===== src/rtl/dmem_video_arbiter.sv =====
// dmem_video_arbiter
//
// Shares the single-port data memory between the RISC-V core data port and
// the framebuffer scanout reader. The core always owns the memory when it is
// accessing it and sees zero added latency. Every other cycle is used to
// prefetch sequential framebuffer words into a small FIFO that the display
// timing logic drains.
//
// Ports:
//   clk             system clock
//   reset           synchronous, active-high reset
//   core_addr       core byte address (word address taken from [ADDR_W+1:2])
//   core_we         core store strobe
//   core_re         core load strobe
//   core_wdata      core store data
//   core_rdata      load data back to the core (RAM read data, unregistered)
//   mem_addr        word address to the RAM
//   mem_we          RAM write enable
//   mem_wdata       RAM write data
//   mem_rdata       RAM read data (asynchronous read of mem_addr)
//   vid_base        framebuffer base word address, static during a frame
//   vid_frame_start one-cycle pulse restarting scanout at vid_base
//   vid_pop         display consumes the FIFO head this cycle
//   vid_valid       FIFO non-empty
//   vid_data        FIFO head word
//   vid_underflow   saturating count of pops while the FIFO was empty
module dmem_video_arbiter #(
    parameter int ADDR_W     = 10,
    parameter int FB_WORDS   = 300,
    parameter int FIFO_DEPTH = 4
) (
    input  logic              clk,
    input  logic              reset,
    input  logic [31:0]       core_addr,
    input  logic              core_we,
    input  logic              core_re,
    input  logic [31:0]       core_wdata,
    output logic [31:0]       core_rdata,
    output logic [ADDR_W-1:0] mem_addr,
    output logic              mem_we,
    output logic [31:0]       mem_wdata,
    input  logic [31:0]       mem_rdata,
    input  logic [ADDR_W-1:0] vid_base,
    input  logic              vid_frame_start,
    input  logic              vid_pop,
    output logic              vid_valid,
    output logic [31:0]       vid_data,
    output logic [7:0]        vid_underflow
);

    localparam int PTR_W = $clog2(FIFO_DEPTH);
    localparam int CNT_W = PTR_W + 1;
    localparam int OFF_W = $clog2(FB_WORDS);

    logic [31:0]       fifo_mem [FIFO_DEPTH];
    logic [PTR_W-1:0]  rd_ptr;
    logic [PTR_W-1:0]  wr_ptr;
    logic [CNT_W-1:0]  count;
    logic [OFF_W-1:0]  offset;
    logic [7:0]        underflow;

    logic              core_busy;
    logic              pop_ok;
    logic              pop_empty;
    logic              fetch;
    logic [ADDR_W-1:0] fb_addr;

    // Byte-offset and high address bits are not decoded by this memory.
    logic unused_addr_bits;
    assign unused_addr_bits = ^{core_addr[31:ADDR_W+2], core_addr[1:0]};

    assign core_busy = core_we | core_re;
    assign pop_ok    = vid_pop & (count != '0);
    // A pop discarded by a frame restart is not an underflow.
    assign pop_empty = vid_pop & (count == '0) & ~vid_frame_start;

    // Fetch into a free slot, or into the slot a valid pop frees this cycle.
    assign fetch = ~core_busy & ~reset & ~vid_frame_start &
                   ((count < CNT_W'(FIFO_DEPTH)) | pop_ok);

    assign fb_addr = vid_base + ADDR_W'(offset);

    assign mem_addr   = core_busy ? core_addr[ADDR_W+1:2] : fb_addr;
    assign mem_we     = core_we & ~reset;
    assign mem_wdata  = core_wdata;
    assign core_rdata = mem_rdata;

    assign vid_valid     = (count != '0);
    assign vid_data      = fifo_mem[rd_ptr];
    assign vid_underflow = underflow;

    // FIFO storage is data only; it is never cleared.
    always_ff @(posedge clk) begin
        if (fetch) begin
            fifo_mem[wr_ptr] <= mem_rdata;
        end
    end

    always_ff @(posedge clk) begin
        if (reset) begin
            rd_ptr    <= '0;
            wr_ptr    <= '0;
            count     <= '0;
            offset    <= '0;
            underflow <= '0;
        end else if (vid_frame_start) begin
            rd_ptr <= '0;
            wr_ptr <= '0;
            count  <= '0;
            offset <= '0;
        end else begin
            if (fetch) begin
                wr_ptr <= wr_ptr + PTR_W'(1);
                offset <= (offset == OFF_W'(FB_WORDS - 1)) ? '0 : offset + OFF_W'(1);
            end
            if (pop_ok) begin
                rd_ptr <= rd_ptr + PTR_W'(1);
            end
            case ({fetch, pop_ok})
                2'b10:   count <= count + CNT_W'(1);
                2'b01:   count <= count - CNT_W'(1);
                default: count <= count;
            endcase
            if (pop_empty && underflow != 8'hFF) begin
                underflow <= underflow + 8'd1;
            end
        end
    end

endmodule


===== config.mk =====
export PLATFORM = sky130hd
export DESIGN_NAME = dmem_video_arbiter
export DESIGN_NICKNAME = d
export VERILOG_FILES = /design/src/rtl/dmem_video_arbiter.sv
export SDC_FILE = /design/constraint.sdc
export NUM_CORES = 1
export LEC_CHECK = 0
export CORE_ASPECT_RATIO = 2
export CORE_MARGIN = 5
export CORE_UTILIZATION = 50
export DETAILED_ROUTE_END_ITERATION = 8
export GPL_ROUTABILITY_DRIVEN = 1
export PLACE_DENSITY_LB_ADDON = 0.2
export SETUP_SLACK_MARGIN = 0.3
export SKIP_LAST_GASP = 1
export SLEW_MARGIN = 25
export SYNTH_ARGS = -nofsm -noshare
export SYNTH_HDL_FRONTEND = slang
export SYNTH_SLANG_ARGS = --single-unit

===== constraint.sdc =====
create_clock -name clk -period 4.62 [get_ports clk]
set_clock_uncertainty 0.15 [all_clocks]
set_input_delay 0.693 -clock clk [delete_from_list [all_inputs] [get_ports clk]]
set_output_delay 0.693 -clock clk [all_outputs]
set_load 0.02 [all_outputs]

# == After elaboration in Yosys (flattened, before gate mapping) ==
# Memories as Yosys holds them, arrays and structs flattened. A register that Yosys moved wholly into a read port is not among the register bits.
# Index checks and enable logic that the tools add are counted.
# totals
word_cells,43
out_inout_bits,116
ram_bits,128
memories,1
ff_bits,24
inputBits,112
# op_classes
n_addsub,7
reduce_logical,6
bitwise,12
muxes,7
n_lt_le_gt_ge,1
eq_ne,4
# memory_table
memory,words,width,read_ports,rd_ports_with_merged_regs,wr,line,source
fifo_mem,4,32,1,1,1,55,logic [31:0] fifo_mem [FIFO_DEPTH];
# op_table
operator,count
10-bit by 9-bit adder with 10-bit output,1
10-bit two-way mux,1
9-bit by 1-bit adder with 9-bit output (second input constant),1
9-bit equality test (second input constant),1
9-bit two-way mux,1
8-bit by 1-bit adder with 8-bit output (second input constant),1
8-bit != test (second input constant),1
1-bit bitwise AND,7
3-bit case mux with 2 select lines,1
2-bit by 1-bit adder with 2-bit output (second input constant),2
2-bit two-way mux,2
3-bit by 1-bit adder with 3-bit output (second input constant),1
3-bit logical NOT,1
3-bit < comparator (second input constant),1
1-bit inverter,3
3-bit nonzero test,1
3-bit by 1-bit subtractor with 3-bit output (second input constant),1
2-bit by 1-bit equality test with 1-bit output (second input constant),1
2-bit equality test (second input constant),1
1-bit two-way mux,2
1-bit OR,2
2-bit AND reduction,1
2-bit nonzero test,1
2-bit OR reduction,1
1-bit logical AND,1

# == Depth between registers and ports, before layout ==
# Gate-level depths: netlist (run 1).
# depth
ltp_word,7
mapped_depth,10
ltp_nobuf,9

# == Worst setup path before layout (run 1) ==
# Ideal clock, no wire load.
# synth_path
kind,input-to-output
start,input vid_base[0]
end,output mem_addr[6]
arrival_time_ps,2480
path_buffers,0
slack_ps,1297
cell_stages,7
required_time_ps,3777
path_cell_list,ha_1 fa_1 a211oi_1 o21ai_0 a21oi_1 xor2_1 o21ai_0
# synth_via
elab_chain_len,2
# synth_lines
element,line,source
from (decl),43,"input logic [ADDR_W-1:0] vid_base,"
10-bit by 9-bit adder with 10-bit output,81,assign fb_addr = vid_base + ADDR_W'(offset);
10-bit two-way mux,83,assign mem_addr = core_busy ? core_addr[ADDR_W+1:2] : fb_addr;
to (decl),39,"output logic [ADDR_W-1:0] mem_addr,"
# Every way passes these cells.

# == Final worst setup path (run 1) ==
# Ends and elaborated chain as after synthesis.

==> results_dict.tcl, run 1 <==
set metrics [dict create \
    status "completed" \
    antenna_cells 0 \
    cp_data_required_time_ps 3780 \
    critPathKind "in2out" \
    p_sw_share_pct 21.4 \
    io_pins 228 \
    place_congestion 0.769 \
    cp-start-kind "input pin" \
    hold_end "count[2]" \
    clockPowerShare_pct 44.1 \
    drt_drc_violations_left 0 \
    power.total_uw 3090 \
    crit_family "buffers and inverters" \
    crit_arrival_ps 3250 \
    synth_area_um2 6820 \
    insertion_delay_ps 410 \
    final-setup-viol-count 0 \
    leakage_uw 0.00286 \
    dp_slack_ps 317 \
    synth_ff_type "edfxtp_1" \
    switching_power_uw 662 \
    combPwrFrac_pct 6.9 \
    clockRootBuffer "clkbuf_16" \
    fin_nets 660 \
    dr.pass1.iters 7 \
    yosysTopAreaCell "edfxtp_1" \
    clk_path_buf_depth 2 \
    setup_tns_ps 0 \
    rr_endpoint "count[2]" \
    wl_per_cell_um 18.6 \
    netlist_instances 445 \
    ir_worst_vdd_uv 242 \
    grt_overflow 0 \
    hold_buffers 0 \
    min-delay-start "count[2]" \
    port_buffers 141 \
    cts_tree "yes" \
    internal-power_uw 2430 \
    synth_top_area_share_pct 56.4 \
    yosysWarningCount 0 \
    grt_max_degree 33 \
    maxCapViolCount 0 \
    max_freq_ghz 0.244 \
    grt_pass1_vias 4122 \
    initial_core_util_pct 50.7 \
    synth_async_sr_flop_share_pct 0 \
    die_w_um 92.6 \
    hold_path.class "reg2reg" \
    dieHeight_um 175 \
    place_area_um2 7910 \
    areaGrowthSynthToFinish_pct 24.7 \
    end_kind "output pin" \
    worstRegToRegCells 9 \
    vias_per_cell 5.50 \
    cp_slowest_stage_delay_ps 630 \
    nFillCells 987 \
    period_needed_ps 4090 \
    grt_pass1_wl_um 20500 \
    core.rowCount 60 \
    finalInstanceArea_um2 8500 \
    grt_use_total_pct 16.4 \
    numClockSinks 154 \
    ys_seq_area_share_pct 64.0 \
    finalCritPeriodShare_pct 88.5 \
    worst_slew_pin_slew_ps 874 \
    cp_num_buf_inv 2 \
    seq_power_share_pct 49.0 \
    cts_setup_buffers 0 \
    vias 3831 \
    die_area_um2 16200 \
    relSlewSlack_pct 41.7 \
    antenna_found_initial 0 \
    hold_violations 0 \
    wirelength_um 13000 \
    drive_above_1_share_pct 14.8 \
    core_area_um2 13400 \
    cp_max_fo 3 \
    final_max_slew_viol_count 0 \
    synthTopCellsByArea "edfxtp_1 56%, mux4_2 11%, dfxtp_1 7.6%" \
    syn_avg_cell_area_um2 15.3 \
    ys_seq_elements 154 \
    rr_startpoint "count[2]" \
    cts_buffers 17 \
    min_path_cells 2 \
    syn-num-nets 575 \
    clkTransAtPathRegs_ps 60 \
    reg2reg_slack_ps 2070 \
    dp_hpwl_um 8870 \
    grt_setup_unrepaired "no" \
    drt_iter0_drc 79 \
    postRouteAntennaNets 0 \
    fin_util_pct 63.3 \
    crit_chain "clkdlybuf4s50_1 -> ha_1 -> fa_1 -> a211oi_2 -> o21ai_0 -> a21oi_1 -> xor2_1 -> o21ai_0 -> clkdlybuf4s50_1" \
    power.density_nw_per_um2 363 \
    crit_slowest_cell "clkdlybuf4s50_1" \
    setup_slack_ps 530 \
    synth_edf_count 128 \
    yosys.cell_types.count 44 \
    htreeDepth 4 \
]
[routing by layer]
layer  part of all wire [%]  track usage, %
met1                     36            16.7
met2                     56            30.5
met5                      0               0
met4                    1.9            6.51
met3                    5.8            4.95
[repair_timing]
action | in CTS | in global routing
setup endpoints to repair | 1 | 1
endpoints found under the hold margin | 0 | 0
gates resized for setup | 1 | 1
[state kept, by name, summed over array words and instances (netlist names), named ones only]
name,flops
fifo_mem,128
offset,9
wr_ptr,2
rd_ptr,2
vid_underflow,8
count,3
[synth_stat cells (all sizes together) (3+ instances only)]
master,instances
xor2,18
and4,4
a21oi,10
and3,7
nand3,11
ha,16
clkbuf,6
xnor2,6
mux4,32
dfxtp,26
a211oi,4
o21ai,14
nand4,3
nor2,28
inv,6
nand2,28
buf,71
and2,3
edfxtp,128
[power by group through the flow]
stage                     logic (µW)  clock network [µW]  registers, µW
after global routing             227                1450           1510
final                            213                1360           1510
after detailed placement         215                   0           1540
after floorplan                  143                   0           1550
after global placement           210                   0           1540
after CTS                        216                1390           1510
[final cells by class]
type | count | area [µm²] | area share, %
Tap cell | 155 | 194 | 2.28
Inverter | 6 | 22.5 | 0.265
Clock inverter | 14 | 161 | 1.90
Clock buffer | 17 | 425 | 5.00
Multi-Input combinational cell | 208 | 1910 | 22.4
Timing Repair Buffer | 143 | 1430 | 16.8
Sequential cell | 154 | 4370 | 51.3
[cells in the final DEF (no fill, tap or decap), types with 2 or more instances in the layout]
master and n:
clkdlybuf4s50_1 140, edfxtp_1 128, mux4_2 32, nor2_1 28
nand2_1 28, dfxtp_1 24, xor2_1 18, clkbuf_16 17
ha_1 16, o21ai_0 13, a21oi_1 10, nand3_1 10
inv_1 6, xnor2_1 6, inv_6 5, and3_2 4
and4_1 4, a211oi_1 3, nand4_1 3, and3_1 3
clkinvlp_4 3, and2_1 2, or2_2 2, a21o_1 2
nand2b_1 2, fa_1 2, dfxtp_2 2, bufinv_16 2
inv_8 2, buf_4 2
[kinds of logic (layout without fill, tap and decap cells)]
group / count (synthesis) / count (layout) / share of synthesized area, %
AO/OA/AOI/OAI: 37 / 37 / 3.51
XOR/XNOR: 24 / 24 / 3.08
adder cells (fa/ha/maj): 18 / 18 / 3.52
buffers and inverters: 83 / 180 / 8.18
flip-flops: 154 / 154 / 64.0
multiplexers: 34 / 34 / 10.9
AND/OR/NAND/NOR: 95 / 95 / 6.81
[worst max-delay path by stage]
stage,start,endpoint,slack [ps],depth (start not counted)
floorplan,vid_base[0],mem_addr[6],1300,7
global placement,vid_base[0],mem_addr[8],320,9
detailed placement,vid_base[0],mem_addr[8],320,9
CTS,vid_base[0],mem_addr[8],390,9
global route,vid_base[0],mem_addr[6],350,9
finish,vid_base[0],mem_addr[6],530,9
[worst register-to-register path: stages, from the launching register on]
cell     delay (ps)
dfxtp_1         360
or2b_1          270
and2_1          240
nand2_1         110
ha_1            180
inv_1            70
fa_1            370
xor2_1          170
or3_2           410
a21oi_1         150
[metrics by stage]
step | std cells | hold slack [ps]
after floorplan | 445 | 316
after global routing | 697 | 402
after CTS | 697 | 365
after detailed placement | 666 | 357
final | 697 | 361
after global placement | 666 | 326
Power figures use the tool's default switching activity.
==> run 2, diff against run 1 <==
--- a/constraint.sdc
+++ b/constraint.sdc
@@ -4,2 +4,2 @@
 set_output_delay 0.693 -clock clk [all_outputs]
-set_load 0.02 [all_outputs]
+set_load 0.005 [all_outputs]
==> run 2 against run 1 <==
First-iteration DRC count up 95%. Combinational power down 16%. Setup slack worse by 41 ps. Fmax down 0.99%. Final area fell by 0.16%. Non-clock buffer count is 1 lower. Cell count stayed put. Flip-flop and latch count is the same. Clock-buffer cell count rose by 1. Routed wire length shrank 1.1%. Worst hold slack worse by 2.3 ps. Largest power group unchanged.
==> results_dict.tcl, run 2 (same netlist as run 1, synthesis figures left out) <==
set metrics [dict create \
    hold_buffers 0 \
    place_area_um2 7900 \
    die_area_um2 16200 \
    dp_hpwl_um 8770 \
    regMostFlops "fifo_mem" \
    worst_slew_pin_slew_ps 887 \
    clockRootBuffer "clkbuf_16" \
    grt_setup_unrepaired "no" \
    drive_above_1_share_pct 14.8 \
    grt_pass1_vias 4039 \
    clk_path_buf_depth 2 \
    stdcell_count 697 \
    hold_violations 0 \
    core.rowCount 60 \
    cts_buffers 17 \
    final-setup-viol-count 0 \
    largest_register_ffs 128 \
    postRouteAntennaNets 0 \
    cts_setup_buffers 0 \
    cp_max_fo 3 \
    max_freq_ghz 0.242 \
    drt_drc_violations_left 0 \
    maxCapViolCount 0 \
    grt_overflow 0 \
    setup_tns_ps 0 \
    grt_pass1_wl_um 20100 \
    place_congestion 0.771 \
    die_w_um 92.6 \
    critPathKind "in2out" \
    dr.pass1.iters 5 \
    antenna_found_initial 0 \
    initial_core_util_pct 50.7 \
    period_needed_ps 4130 \
    leakage_uw 0.00285 \
    grt_use_total_pct 16.2 \
    areaGrowthSynthToFinish_pct 24.5 \
    numClockSinks 154 \
    cp-start-kind "input pin" \
    relSlewSlack_pct 40.8 \
    clkTransAtPathRegs_ps 60 \
    insertion_delay_ps 410 \
    fin_util_pct 63.2 \
    antenna_cells 0 \
    grt_max_degree 33 \
    port_buffers 141 \
    status "completed" \
    power.density_nw_per_um2 358 \
    wirelength_um 12800 \
    core_area_um2 13400 \
    finalCritPeriodShare_pct 89.4 \
    dp_cells 665 \
    final_common_cell "clkdlybuf4s50_1" \
    ir_worst_vdd_uv 331 \
    vias_per_cell 5.51 \
    final_max_slew_viol_count 0 \
    end_kind "output pin" \
    cts_tree "yes" \
    vias 3839 \
    wl_per_cell_um 18.4 \
    hold_path.class "reg2reg" \
    drt_iter0_drc 154 \
    finalInstanceArea_um2 8490 \
    dieHeight_um 175 \
    io_pins 228 \
    final_cell_mix "141 x clkdlybuf4s50_1, 128 x edfxtp_1, 32 x mux4_2" \
    fin_nets 659 \
    htreeDepth 4 \
    cp_data_required_time_ps 3780 \
    crit_arrival_ps 3290 \
]
## run 2: report_power, final
part | total [µW] | internal, µW | switching (µW) | leakage, µW
Combinational | 179 | 110 | 68.6 | 0.00120
Clock | 1350 | 765 | 580 | 0.000281
Sequential | 1510 | 1510 | 4.24 | 0.00136
## run 2: metal layers
metal / wire, µm / up-vias / GRT usage (%)
met4: 214 / 0 / 6.39
met2: 7250 / 146 / 30.6
li1: - / 1782 / -
met5: 0 / - / 0
met1: 4580 / 1892 / 16.3
met3: 764 / 19 / 4.48
## run 2: repair_timing
item	in CTS	in global routing
setup endpoints to repair	0	1
hold endpoints to repair	0	0
gates resized for setup	0	1
## run 2: critical path: stages
cell             delay [ps]
clkdlybuf4s50_1         410
ha_1                    220
fa_1                    460
a211oi_2                310
o211ai_1                160
a31oi_1                 220
xnor2_1                 150
mux2_2                  170
clkdlybuf4s50_1         500
## run 2: final cells by class
cell class / instances / area [µm²]
Fill cell: 946 / 4950
Sequential cell: 154 / 4370
Multi-Input combinational cell: 208 / 1910
Timing Repair Buffer: 142 / 1420
Clock buffer: 18 / 429
Tap cell: 155 / 194
Clock inverter: 14 / 154
Inverter: 6 / 22.5
## run 2: final timing paths
path | start | to | slack, ps | cells past startpoint
min | wr_ptr[1] | wr_ptr[1] | 360 | 2
max reg2reg | count[2] | count[2] | 2080 | 9
min reg2reg | wr_ptr[1] | wr_ptr[1] | 360 | 2
max | vid_base[0] | mem_addr[8] | 490 | 9
## run 2: per-stage QoR
| step | setup WS, ps | total power, µW | hold WS (ps) |
|---|---|---|---|
| 2_1_floorplan | 1490 | 1640 | 316 |
| 3_3_place_gp | 415 | 1720 | 327 |
| 3_5_place_dp | 391 | 1730 | 355 |
| 4_1_cts | 372 | 3070 | 363 |
| 5_1_grt | 336 | 3140 | 400 |
| 6_report | 489 | 3040 | 359 |
==> run 3, diff against run 2 <==
Settings changed: CORE_UTILIZATION 50 to 55, DONT_BUFFER_PORTS from default to 1.
==> run 3 against run 2 <==
Largest cell class unchanged. Power fell by 4.6%. Cell count is 21% lower. Die area down 8.4%. Fmax up 19%. Critical path type is now reg2out.
==> results_dict.tcl, run 3 (same netlist as run 1, synthesis figures left out) <==
set metrics [dict create \
    status "completed" \
    port_buffers 0 \
    period_needed_ps 3460 \
    regMostFlops "fifo_mem" \
    grt_max_degree 33 \
    final-setup-viol-count 0 \
    reg2reg_slack_ps 2040 \
    wirelength_um 11500 \
    cts_buffers 17 \
    crit_chain "ha_1 -> fa_1 -> a211oi_1 -> o211ai_1 -> a31oi_1 -> xnor2_1 -> mux2_2" \
    place_congestion 0.792 \
    max_freq_ghz 0.289 \
    drive_above_1_share_pct 19.7 \
    dp_hpwl_um 7720 \
    die_area_um2 14900 \
    min_path_cells 1 \
    grt_pass1_wl_um 18400 \
    relSlewSlack_pct 39.6 \
    hold_buffers 0 \
    postRouteAntennaNets 0 \
    cp-start-kind "flip-flop" \
    fin_nets 518 \
    hold_violations 0 \
    worstRegToRegCells 9 \
    final_common_cell "edfxtp_1" \
    cp_max_fo 6 \
    hold_path.class "in2reg" \
    cts_setup_buffers 0 \
    rr_endpoint "count[2]" \
    htreeDepth 4 \
    critPathKind "reg2out" \
    vias 3248 \
    numClockSinks 154 \
    finalCritPeriodShare_pct 74.8 \
    crit_arrival_ps 2610 \
    cp-startpoint "offset[0]" \
    clockRootBuffer "clkbuf_16" \
    largest_register_ffs 128 \
    io_pins 228 \
    leakage_uw 0.00230 \
    fin_util_pct 57.9 \
    grt_use_total_pct 16.4 \
    core.rowCount 57 \
    maxCapViolCount 0 \
    setup_tns_ps 0 \
    drt_iter0_drc 152 \
    worst_slew_pin_slew_ps 906 \
    final_cell_mix "128 x edfxtp_1, 32 x mux4_2, 28 x nor2_1, 28 x nand2_1, 24 x dfxtp_1" \
    ir_worst_vdd_uv 294 \
    antenna_cells 0 \
    initial_core_util_pct 55.9 \
    clk_path_buf_depth 2 \
    grt_setup_unrepaired "no" \
    drt_drc_violations_left 0 \
    cts-resized-gates 0 \
    dieHeight_um 167 \
    rr_startpoint "count[2]" \
    crit_slowest_cell "fa_1" \
    antenna_found_initial 0 \
    vias_per_cell 5.93 \
    areaGrowthSynthToFinish_pct 3.62 \
    final_max_slew_viol_count 0 \
    cp_data_required_time_ps 3780 \
    insertion_delay_ps 400 \
    cp_slowest_stage_delay_ps 440 \
    dr.pass1.iters 4 \
    core_area_um2 12200 \
    end_kind "output pin" \
    power.density_nw_per_um2 410 \
    clkTransAtPathRegs_ps 60 \
    die_w_um 88.7 \
    grt_overflow 0 \
    grt_pass1_vias 3527 \
    wl_per_cell_um 20.9 \
    critPathCapture "mem_addr[8]" \
    cts_tree "yes" \
    nFillCells 903 \
]
## run 3: cell types whose count changed in the layout (fill, tap and decap cells not counted), sizes merged
cell           change
clkdlybuf4s50    -141
## run 3: area by class of cell
| class | instances | area, µm² | share of cell area [%] |
|---|---|---|---|
| clock buffer | 18 | 429 | 6.08 |
| timing repair buffer | 1 | 7.51 | 0.106 |
| multi-input combinational | 208 | 1900 | 26.9 |
| inverter | 6 | 22.5 | 0.319 |
| sequential | 154 | 4370 | 61.8 |
| tap | 147 | 184 | 2.60 |
| clock inverter | 14 | 154 | 2.18 |
## run 3: through the flow
step	instances	setup WS, ps	power, µW	hold WS, ps	area [µm²]
floorplan	445	1490	1640	316	6820
global placement	516	1290	1600	329	6480
detailed placement	516	1300	1600	342	6480
CTS	548	1130	2930	185	7060
global route	548	985	3010	184	7060
finish	548	1160	2900	203	7060
## run 3: critical path, delay by kind of cell, from the launching register on
kind / cells / cell delay (ps)
muxes: 1 / 280
DFF: 1 / 370
adders and majority gates: 2 / 710
xor gates and xnor gates: 1 / 80
AOI/OAI and AO/OA: 3 / 770
## run 3: routing by layer
metal  part of all wire, %  up-vias  GRT usage (%)  wire, µm
met5                     0        -              0         0
met4                   1.6        0           5.13       181
li1                      -     1490              -         -
met1                    34     1612           16.6      3870
met2                    57      132           29.3      6500
met3                   7.9       14           7.33       908
## run 3: how the worst min path moves through the flow
stage | endpoint | startpoint
after global routing | vid_underflow[0] | reset
after global placement | wr_ptr[1] | wr_ptr[1]
after floorplan | count[2] | count[2]
after CTS | vid_underflow[0] | reset
final | vid_underflow[0] | reset
after detailed placement | wr_ptr[1] | wr_ptr[1]
## run 3: where the power goes
part / total, µW / switching, µW / internal, µW / leakage, µW
Sequential: 1520 / 4.71 / 1510 / 0.00136
Combinational: 55.0 / 32.5 / 22.4 / 0.000655
Clock: 1330 / 565 / 764 / 0.000279
